==> src/rtl/data_types_pkg.sv <==
// Shared types and constants for the accelerator datapath.
// Contents:
//   img_weights_sel_t - target buffer select (SEL_IMG / SEL_WEIGHTS)
//   LOADER_STATE_t    - mem_loader FSM states. The _L suffix keeps these
//                       names distinct from the control FSM's own enum.
//   IMG_WORDS_C, WEIGHT_WORDS_C - default load sizes (28x28 frame, 3x3 kernel)
//   csum_add()        - modulo-2^16 accumulate helper for the load checksum
package data_types_pkg;

  typedef enum logic {
    SEL_IMG     = 1'b0,
    SEL_WEIGHTS = 1'b1
  } img_weights_sel_t;

  typedef enum logic [1:0] {
    IDLE_L     = 2'd0,
    LOAD_L     = 2'd1,
    DONE_L     = 2'd2,
    WAIT_REL_L = 2'd3
  } LOADER_STATE_t;

  localparam int IMG_WORDS_C    = 784;
  localparam int WEIGHT_WORDS_C = 9;

  // Modulo-2^16 add; the carry out of bit 15 is intentionally discarded.
  function automatic logic [15:0] csum_add(input logic [15:0] acc,
                                           input logic [15:0] word);
    csum_add = acc + word;
  endfunction

endpackage

==> src/rtl/loader_addr_counter.sv <==
// Write-address counter for mem_loader.
// Ports:
//   clk, rst  - clock, asynchronous active-low reset
//   clr       - force count to 0 (load start or abort)
//   inc       - one accepted word this cycle
//   limit     - number of words in the current load
//   count     - address of the next word to be written
//   is_last   - count addresses the final word of the load
// The counter returns to 0 after the last word, so it never exceeds limit-1.
module loader_addr_counter #(
  parameter int ADDR_W = 10
) (
  input  logic              clk,
  input  logic              rst,
  input  logic              clr,
  input  logic              inc,
  input  logic [ADDR_W-1:0] limit,
  output logic [ADDR_W-1:0] count,
  output logic              is_last
);

  logic [ADDR_W-1:0] count_d;
  logic [ADDR_W-1:0] count_q;

  assign count   = count_q;
  assign is_last = (count_q == (limit - ADDR_W'(1)));

  // Next-count decode: clear wins over increment.
  always_comb begin
    count_d = count_q;
    if (clr) begin
      count_d = '0;
    end else if (inc) begin
      if (is_last) begin
        count_d = '0;
      end else begin
        count_d = count_q + ADDR_W'(1);
      end
    end else begin
      count_d = count_q;
    end
  end

  // Count register.
  always_ff @(posedge clk or negedge rst) begin
    if (!rst) begin
      count_q <= '0;
    end else begin
      count_q <= count_d;
    end
  end

endmodule

==> src/rtl/mem_loader.sv <==
// mem_loader: data-fetch stage behind the accelerator control FSM.
// While read_enable is high it accepts a valid/ready word stream and writes
// the words sequentially into the weight or image buffer (chosen by
// img_weight_sel when the load starts), then pulses finish_read once.
// Ports:
//   clk, rst            - clock, asynchronous active-low reset
//   read_enable         - level load request from control
//   img_weight_sel      - target buffer, sampled only when a load starts
//   in_valid/in_data    - input stream
//   in_ready            - stream accept (registered)
//   wgt_we/img_we       - buffer write strobes
//   buf_addr/buf_data   - shared write address/data
//   finish_read         - one-cycle pulse after the last write
//   load_busy           - high in LOAD
//   load_checksum       - modulo-2^16 sum of accepted words
//                         (only when MEM_LOADER_CHECKSUM_EN is defined)
// All outputs are registered.
module mem_loader
  import data_types_pkg::*;
#(
  parameter  int DATA_W       = 8,
  parameter  int IMG_WORDS    = IMG_WORDS_C,
  parameter  int WEIGHT_WORDS = WEIGHT_WORDS_C,
  localparam int ADDR_W       = $clog2(IMG_WORDS)
) (
  input  logic             clk,
  input  logic             rst,
  input  logic             read_enable,
  input  img_weights_sel_t img_weight_sel,
  input  logic             in_valid,
  input  logic [DATA_W-1:0] in_data,
  output logic             in_ready,
  output logic             wgt_we,
  output logic             img_we,
  output logic [ADDR_W-1:0] buf_addr,
  output logic [DATA_W-1:0] buf_data,
  output logic             finish_read,
`ifdef MEM_LOADER_CHECKSUM_EN
  output logic [15:0]      load_checksum,
`endif
  output logic             load_busy
);

  LOADER_STATE_t    state_d, state_q;
  img_weights_sel_t sel_d, sel_q;
  logic [ADDR_W-1:0] limit_d, limit_q;
  logic              in_ready_d, in_ready_q;
  logic              load_busy_d, load_busy_q;
  logic              wgt_we_d, wgt_we_q;
  logic              img_we_d, img_we_q;
  logic [ADDR_W-1:0] buf_addr_d, buf_addr_q;
  logic [DATA_W-1:0] buf_data_d, buf_data_q;
  logic              finish_read_d, finish_read_q;

  logic              handshake_s;
  logic              start_s;
  logic              cnt_clr_s;
  logic [ADDR_W-1:0] count_s;
  logic              is_last_s;

  // in_ready_q is only ever set while in LOAD, but gate on the state anyway
  // so an accept can never be seen outside a load.
  assign handshake_s = (state_q == LOAD_L) & in_valid & in_ready_q;

  loader_addr_counter #(
    .ADDR_W (ADDR_W)
  ) u_addr_counter (
    .clk     (clk),
    .rst     (rst),
    .clr     (cnt_clr_s),
    .inc     (handshake_s),
    .limit   (limit_q),
    .count   (count_s),
    .is_last (is_last_s)
  );

  // Next-state and next-output decode.
  always_comb begin
    state_d    = state_q;
    sel_d      = sel_q;
    limit_d    = limit_q;
    wgt_we_d   = 1'b0;
    img_we_d   = 1'b0;
    buf_addr_d = buf_addr_q;
    buf_data_d = buf_data_q;
    start_s    = 1'b0;
    cnt_clr_s  = 1'b0;

    case (state_q)
      IDLE_L: begin
        if (read_enable) begin
          sel_d     = img_weight_sel;
          limit_d   = (img_weight_sel == SEL_WEIGHTS) ? ADDR_W'(WEIGHT_WORDS)
                                                      : ADDR_W'(IMG_WORDS);
          start_s   = 1'b1;
          cnt_clr_s = 1'b1;
          state_d   = LOAD_L;
        end else begin
          state_d = IDLE_L;
        end
      end
      LOAD_L: begin
        // A word accepted in this cycle is written even if the load is
        // aborted in the same cycle: the source already saw it consumed.
        if (handshake_s) begin
          wgt_we_d   = (sel_q == SEL_WEIGHTS);
          img_we_d   = (sel_q == SEL_IMG);
          buf_addr_d = count_s;
          buf_data_d = in_data;
        end else begin
          wgt_we_d = 1'b0;
          img_we_d = 1'b0;
        end
        if (!read_enable) begin
          cnt_clr_s = 1'b1;
          state_d   = IDLE_L;
        end else if (handshake_s && is_last_s) begin
          state_d = DONE_L;
        end else begin
          state_d = LOAD_L;
        end
      end
      DONE_L: begin
        state_d = WAIT_REL_L;
      end
      WAIT_REL_L: begin
        // Wait out control's lagging read_enable so it cannot restart a load.
        if (!read_enable) begin
          state_d = IDLE_L;
        end else begin
          state_d = WAIT_REL_L;
        end
      end
      default: begin
        state_d = IDLE_L;
      end
    endcase

    // Registered outputs follow the next state, so in_ready drops in the
    // same update that leaves LOAD and no extra word is taken.
    in_ready_d    = (state_d == LOAD_L);
    load_busy_d   = (state_d == LOAD_L);
    finish_read_d = (state_q == DONE_L);
  end

  // State and output registers.
  always_ff @(posedge clk or negedge rst) begin
    if (!rst) begin
      state_q       <= IDLE_L;
      sel_q         <= SEL_IMG;
      limit_q       <= ADDR_W'(IMG_WORDS);
      in_ready_q    <= 1'b0;
      load_busy_q   <= 1'b0;
      wgt_we_q      <= 1'b0;
      img_we_q      <= 1'b0;
      buf_addr_q    <= '0;
      buf_data_q    <= '0;
      finish_read_q <= 1'b0;
    end else begin
      state_q       <= state_d;
      sel_q         <= sel_d;
      limit_q       <= limit_d;
      in_ready_q    <= in_ready_d;
      load_busy_q   <= load_busy_d;
      wgt_we_q      <= wgt_we_d;
      img_we_q      <= img_we_d;
      buf_addr_q    <= buf_addr_d;
      buf_data_q    <= buf_data_d;
      finish_read_q <= finish_read_d;
    end
  end

  assign in_ready    = in_ready_q;
  assign load_busy   = load_busy_q;
  assign wgt_we      = wgt_we_q;
  assign img_we      = img_we_q;
  assign buf_addr    = buf_addr_q;
  assign buf_data    = buf_data_q;
  assign finish_read = finish_read_q;

`ifdef MEM_LOADER_CHECKSUM_EN
  logic [15:0] csum_d, csum_q;

  // Checksum accumulate; holds its value after the load until the next start.
  always_comb begin
    csum_d = csum_q;
    if (start_s) begin
      csum_d = 16'h0000;
    end else if (handshake_s) begin
      csum_d = csum_add(csum_q, 16'(in_data));
    end else begin
      csum_d = csum_q;
    end
  end

  // Checksum register.
  always_ff @(posedge clk or negedge rst) begin
    if (!rst) begin
      csum_q <= 16'h0000;
    end else begin
      csum_q <= csum_d;
    end
  end

  assign load_checksum = csum_q;
`endif

endmodule

==> config.mk <==
export PLATFORM = sky130hd
export DESIGN_NAME = mem_loader
export DESIGN_NICKNAME = d
export VERILOG_FILES = /design/src/rtl/data_types_pkg.sv /design/src/rtl/loader_addr_counter.sv /design/src/rtl/mem_loader.sv
export SDC_FILE = /design/constraint.sdc
export NUM_CORES = 1
export LEC_CHECK = 0
export CAP_MARGIN = 20
export CORE_MARGIN = 2
export CORE_UTILIZATION = 40
export DETAILED_ROUTE_END_ITERATION = 10
export DONT_BUFFER_PORTS = 1
export PLACE_DENSITY_LB_ADDON = 0.3
export SYNTH_ARGS = -nofsm -noshare
export SYNTH_HDL_FRONTEND = slang
export SYNTH_SLANG_ARGS = --single-unit
==> constraint.sdc <==
create_clock -name clk -period 5 [get_ports clk]
set_clock_uncertainty 0.2 [all_clocks]
set_input_delay 1.5 -clock clk [delete_from_list [all_inputs] [get_ports clk]]
set_output_delay 1.5 -clock clk [all_outputs]
set_load 0.02 [all_outputs]
After elaboration in Yosys (flattened, before gate mapping):

Cells that the tools add are included.

* register bits: 45
* bits in latches: 0
* memory bits (writable): 0
* ROM bits: 0
* input port bits: 13
* output and inout bits: 23
* memories kept: 0

* add/subtract/negate cells: 2
* $mul: 0
* divide/modulo/power cells: 0
* $lt $le $gt $ge: 0
* equal/unequal tests: 5
* shifts and indexed selects: 0
* mux-type cells: 16
* bitwise logic cells: 3
* reduce and logical (&&, ||, !) cells: 5

Operators with widths (count)
* two-way mux 10 bit: 4
* adder 10 x 1 -> 10 bit, second input constant: 1
* equality test 10 bit: 1
* subtractor 10 x 1 -> 10 bit, second input constant: 1
* case mux 2 bit (4 select lines): 1
* two-way mux 1 bit: 7
* two-way mux 2 bit: 3
* equality test 2 x 1 -> 1 bit, second input constant: 2
* equality test 2 bit, second input constant: 2
* AND reduction 2 bit: 2
* AND 1 bit: 2
* zero test 2 bit: 1
* case mux 1 bit (2 select lines): 1
* nonzero test 2 bit: 1
* logical AND 1 bit: 1
* NOT 1 bit: 1

Logic depth before layout (Yosys ltp):

* depth in word-level cells: 8
* depth in mapped cells: 7

Modules after synthesis:

A second synthesis with hierarchy kept.

* cell total of the unflattened synthesis: 168
* area total of the unflattened synthesis: 2026.9 um^2

By module, submodules not included
* mem_loader: instances 1, cells an instance 67, area an instance 1083.5 um^2, seq. area each 651.9 um^2
* loader_addr_counter: instances 1, cells an instance 101, area an instance 943.4 um^2, seq. area each 250.2 um^2

Least setup slack after synthesis:

No wires, ideal clock.

* kind: input to register
* start point: input in_valid
* end point: register buf_addr_q[5] (netlist: buf_addr[5])
* setup time: 65 ps
* data arrival time: 2436 ps
* data required time: 4735 ps
* setup slack: 2298 ps
* stages on the path: 5
* path buffers: 2
* path through: and4b_1 -> clkbuf_1 -> clkbuf_1 -> nand2_1 -> nand2_1

* longest elaborated chain between the ends: 3

Ends and longest elaborated chain
* from (decl): line mem_loader.sv:30 `input logic in_valid,`
* AND 1 bit (2 in series): line mem_loader.sv:63 `assign handshake_s = (state_q == LOAD_L) & in_valid & in_ready_q;`
* AND reduction 2 bit (no line)
* to (signal assigned): line mem_loader.sv:167 `buf_addr_q <= buf_addr_d;`
* to (decl): line mem_loader.sv:51 `logic [ADDR_W-1:0] buf_addr_d, buf_addr_q;`

No other way between the ends.
A chain may end at the register's enable or synchronous reset.

Final worst setup path:

* start point: input in_valid
* end point: register u_addr_counter.count_q[7] (netlist: u_addr_counter.count[7])

* longest elaborated chain between the ends: 3

Ends and longest elaborated chain
* AND 1 bit (2 in series): line mem_loader.sv:63
* nonzero test 2 bit (no line)
* to (signal assigned): line loader_addr_counter.sv:49 `count_q <= count_d;`
* to (decl): line loader_addr_counter.sv:23 `logic [ADDR_W-1:0] count_q;`

No other way between the ends.

==> out/summary.txt <==
Gr usage total: 0.173
Post-Syn Instances: 175
Minimum hold slack: 0.345 ns
CP Class: in -> reg
Setup bufs post-CTS: 0
Synth Area in Adders: 0.0305
Largest family of logic cells by synthesized area: simple AND/OR/NAND/NOR gates
Slew HR: 0.443
Cell Chain, Critical Path: and4b_1, nand2_1, a21oi_2, and3_1, a221o_1
Post-Synth Simple-Gate Area: 0.267
Fillers: 402
Maxcap violations: 0
Area of the mapped netlist: 0.00164 mm²
Layout Nets: 193
Vias in the first global route: 1,203
Hold buffers post-CTS: 0
Family with the most delay on the worst path: simple AND/OR/NAND/NOR gates
WP data arrival: 2.91 ns
Max Buffers Root-to-Sink: 2
Post-route cell area: 0.00177 mm²
Cell variety after synth: 38
Synth Area in XOR/XNOR: 0.0427
Largest net degree at the start of global routing: 37
Maximum vdd drop: 0.150 mV
DR vias/cell: 5.32
Final hold viol count: 0
N_diodes: 0
Share of layout cells above drive strength 1: 0.0847
FF/Latch Area: 902 µm²
Cts bufs inserted: 5
HP Class: reg -> reg
Min-Delay Endpoint: limit_q[8]
DR WL/cell: 15.1 µm
Status: finished clean
PortBufs: 0
Drt pass-1 iters: 4
Pins Over Slew Limit: 0
Grt total ovfl: 0
CP Capture Type: register
FF-to-FF path depth: 5
Worst Path Buf+Inv: 0
Chip height: 68.1 µm
Period minus WS final: 2.89 ns
Max Clk Rate: 0.346 GHz
Remaining DRCs: 0
Syn Nets: 192
Final GP Congestion: 0.854
Synthesis-stage register bit count: 36
Finish-stage setup viols: 0
Hold_sp: limit_q[8]
Period utilization: 0.578
H-tree depth: 2
Clk_lat worst skew: 0.29 ns
Total power divided by cell area: 333 mW/mm²
Hold path depth: 1
Setup TNS: 0 ns
Worst R2R End: u_addr_counter.count[7]
WP data required: 5.02 ns
Post-DP Area: 0.00168 mm²
Post-cts resize count: 0
Clk sinks: 36
Ys Warns: 0
Effective utilization at floorplan: 0.414
Setup slack, reg-to-reg: 2.61 ns
CTS tree: built
Initial DRC count: 51
Post-DP HPWL: 2340 µm
Critical Path Source Type: input pin
Global-route wire length before repair: 5880 µm
Max incr delay on CP: 0.73 ns
DRT antenna net count: 0
Initial antenna violation count: 0
Num rows: 23
Static leakage power: 0.878 nW
Worst-Margin Slew: 0.835 ns
Mux contribution to synthesized area: 0
Placed cell count: 219
Via count: 1,208
# IOs: 36
DRT Wirelength: 3440 µm
Worst-path fanout max: 23
CP max stage cell: and4b_1
Core area: 0.00397 mm²
Part of the Yosys area used for sequential elements: 0.549
DIE WIDTH: 68.1 µm
CTS clk-pin slew, worst paths: 0.07 ns
Design Power: 0.589 mW
Area grow syn2layout: 7.77%
Post-synthesis compound-gate area fraction: 0.0815
DIE AREA: 0.00464 mm²
RSZ-0062 raised after global routing: no
Non-filler cells, final: 227
Post-Synthesis Mean Instance Area: 9.39 µm²
CTS Root Cell: clkbuf_8
Multi-input gate area: 693 µm²
Worst reg2reg path startpoint: load_busy
how the worst max path moves through the flow:
| stage | startpoint | depth (start not counted) | endpoint |
|---|---|---|---|
| 4_1_cts | in_valid | 5 | u_addr_counter.count[7] |
| 2_1_floorplan | in_valid | 5 | buf_addr[5] |
| 3_3_place_gp | in_valid | 5 | u_addr_counter.count[7] |
| 5_1_grt | in_valid | 5 | u_addr_counter.count[7] |
| 6_report | in_valid | 5 | u_addr_counter.count[7] |
| 3_5_place_dp | in_valid | 5 | u_addr_counter.count[7] |
power by group:
part	switching [mW]	internal, mW
combinational	0.0238	0.0154
sequential	0.0317	0.309
clock	0.0974	0.112
layer usage:
metal / wire (µm) / share of wire / GRT usage / up-vias
met5: 0 / 0 / 0 / -
met4: 61 / 0.018 / 0.0750 / 0
met3: 183 / 0.053 / 0.0526 / 5
met2: 1530 / 0.44 / 0.261 / 30
met1: 1660 / 0.48 / 0.228 / 587
li1: - / - / - / 586
cells in the final DEF (no fill, tap or decap), drive strengths merged:
cell type  synthesis  routed
buf                3       1
or3b               1       1
o21a               2       2
clkbuf             4       8
nand2             65      65
a311oi             1       1
nor2               8       8
xnor2              5       5
o2111a             1       1
o21bai             1       1
xor2               3       3
o21ai              2       2
nand4              4       4
and2               1       1
and4b              1       1
dfrtp             35      35
a21o               1       1
dfstp              1       1
a22o               1       1
a211oi             1       1
nand2b             2       2
and4               2       2
a31o               1       1
ha                 4       4
a221o              1       1
nor3               7       7
o22ai              1       1
nor4               1       1
inv                4       4
a21oi              2       2
nand3              4       4
a31oi              2       2
and3               2       2
or4                1       1
worst register-to-register path: cells and delay by family, from the launching register on:
kind,cells,cell delay [ns]
simple gates,3,1.17
compound gates,2,0.33
flops,1,0.62
registers in the layout, summed over array words and instances (netlist names):
register	cells
buf_data	8
img_we	1
wgt_we	1
buf_addr	10
limit_q	2
state_q	2
finish_read	1
load_busy	1
u_addr_counter.count	10
synth_stat cells:
| master | count | share of area |
|---|---|---|
| nand2_1 | 65 | 0.15 |
| a311oi_1 | 1 | 0.0053 |
| nand4_1 | 4 | 0.015 |
| xnor2_1 | 5 | 0.027 |
| and2_2 | 1 | 0.0046 |
| and3_1 | 1 | 0.0038 |
| and4_2 | 1 | 0.0061 |
| ha_1 | 4 | 0.030 |
| nor4_1 | 1 | 0.0038 |
| a221o_1 | 1 | 0.0061 |
| a31oi_1 | 2 | 0.0076 |
| or4_1 | 1 | 0.0046 |
| o21a_1 | 2 | 0.0091 |
| clkbuf_1 | 4 | 0.0091 |
| buf_4 | 1 | 0.0046 |
| a22o_2 | 1 | 0.0061 |
| a21o_1 | 1 | 0.0046 |
| or3b_1 | 1 | 0.0053 |
| nor3_1 | 7 | 0.021 |
| and4b_1 | 1 | 0.0061 |
| o22ai_1 | 1 | 0.0038 |
| and3_2 | 1 | 0.0046 |
| o21ai_0 | 2 | 0.0061 |
| a21oi_1 | 1 | 0.0030 |
| xor2_1 | 3 | 0.016 |
| nor2_1 | 8 | 0.018 |
| dfrtp_1 | 35 | 0.53 |
| dfstp_2 | 1 | 0.016 |
| buf_2 | 2 | 0.0061 |
| o2111a_1 | 1 | 0.0069 |
| and4_1 | 1 | 0.0053 |
| inv_1 | 4 | 0.0091 |
| a31o_2 | 1 | 0.0053 |
| a211oi_2 | 1 | 0.0076 |
| nand2b_1 | 2 | 0.0076 |
| nand3_1 | 4 | 0.012 |
| a21oi_2 | 1 | 0.0053 |
| o21bai_1 | 1 | 0.0046 |
per-stage QoR:
| step | worst slack, ns | util |
|---|---|---|
| 5_1_grt | 1.97 | 0.446 |
| 2_1_floorplan | 2.30 | - |
| 3_3_place_gp | 1.90 | 0.423 |
| 4_1_cts | 2.08 | 0.446 |
| 6_report | 2.11 | 0.446 |
| 3_5_place_dp | 1.77 | 0.423 |
logic make-up (layout without fill, tap and decap cells):
kind of cell | count (synthesis) | in the layout
xor+xnor | 8 | 8
simple gates | 99 | 99
buf+inv | 11 | 13
compound gates | 17 | 17
fa+ha+maj | 4 | 4
flops | 36 | 36
area by class of cell:
cell class | instances | area share
Sequential cell | 36 | 0.510
Multi-Input combinational cell | 128 | 0.392
Clock buffer | 8 | 0.0509
Tap cell | 50 | 0.0353
Inverter | 4 | 0.00848
Timing Repair Buffer | 1 | 0.00424
(Power assumes the default switching activity.)
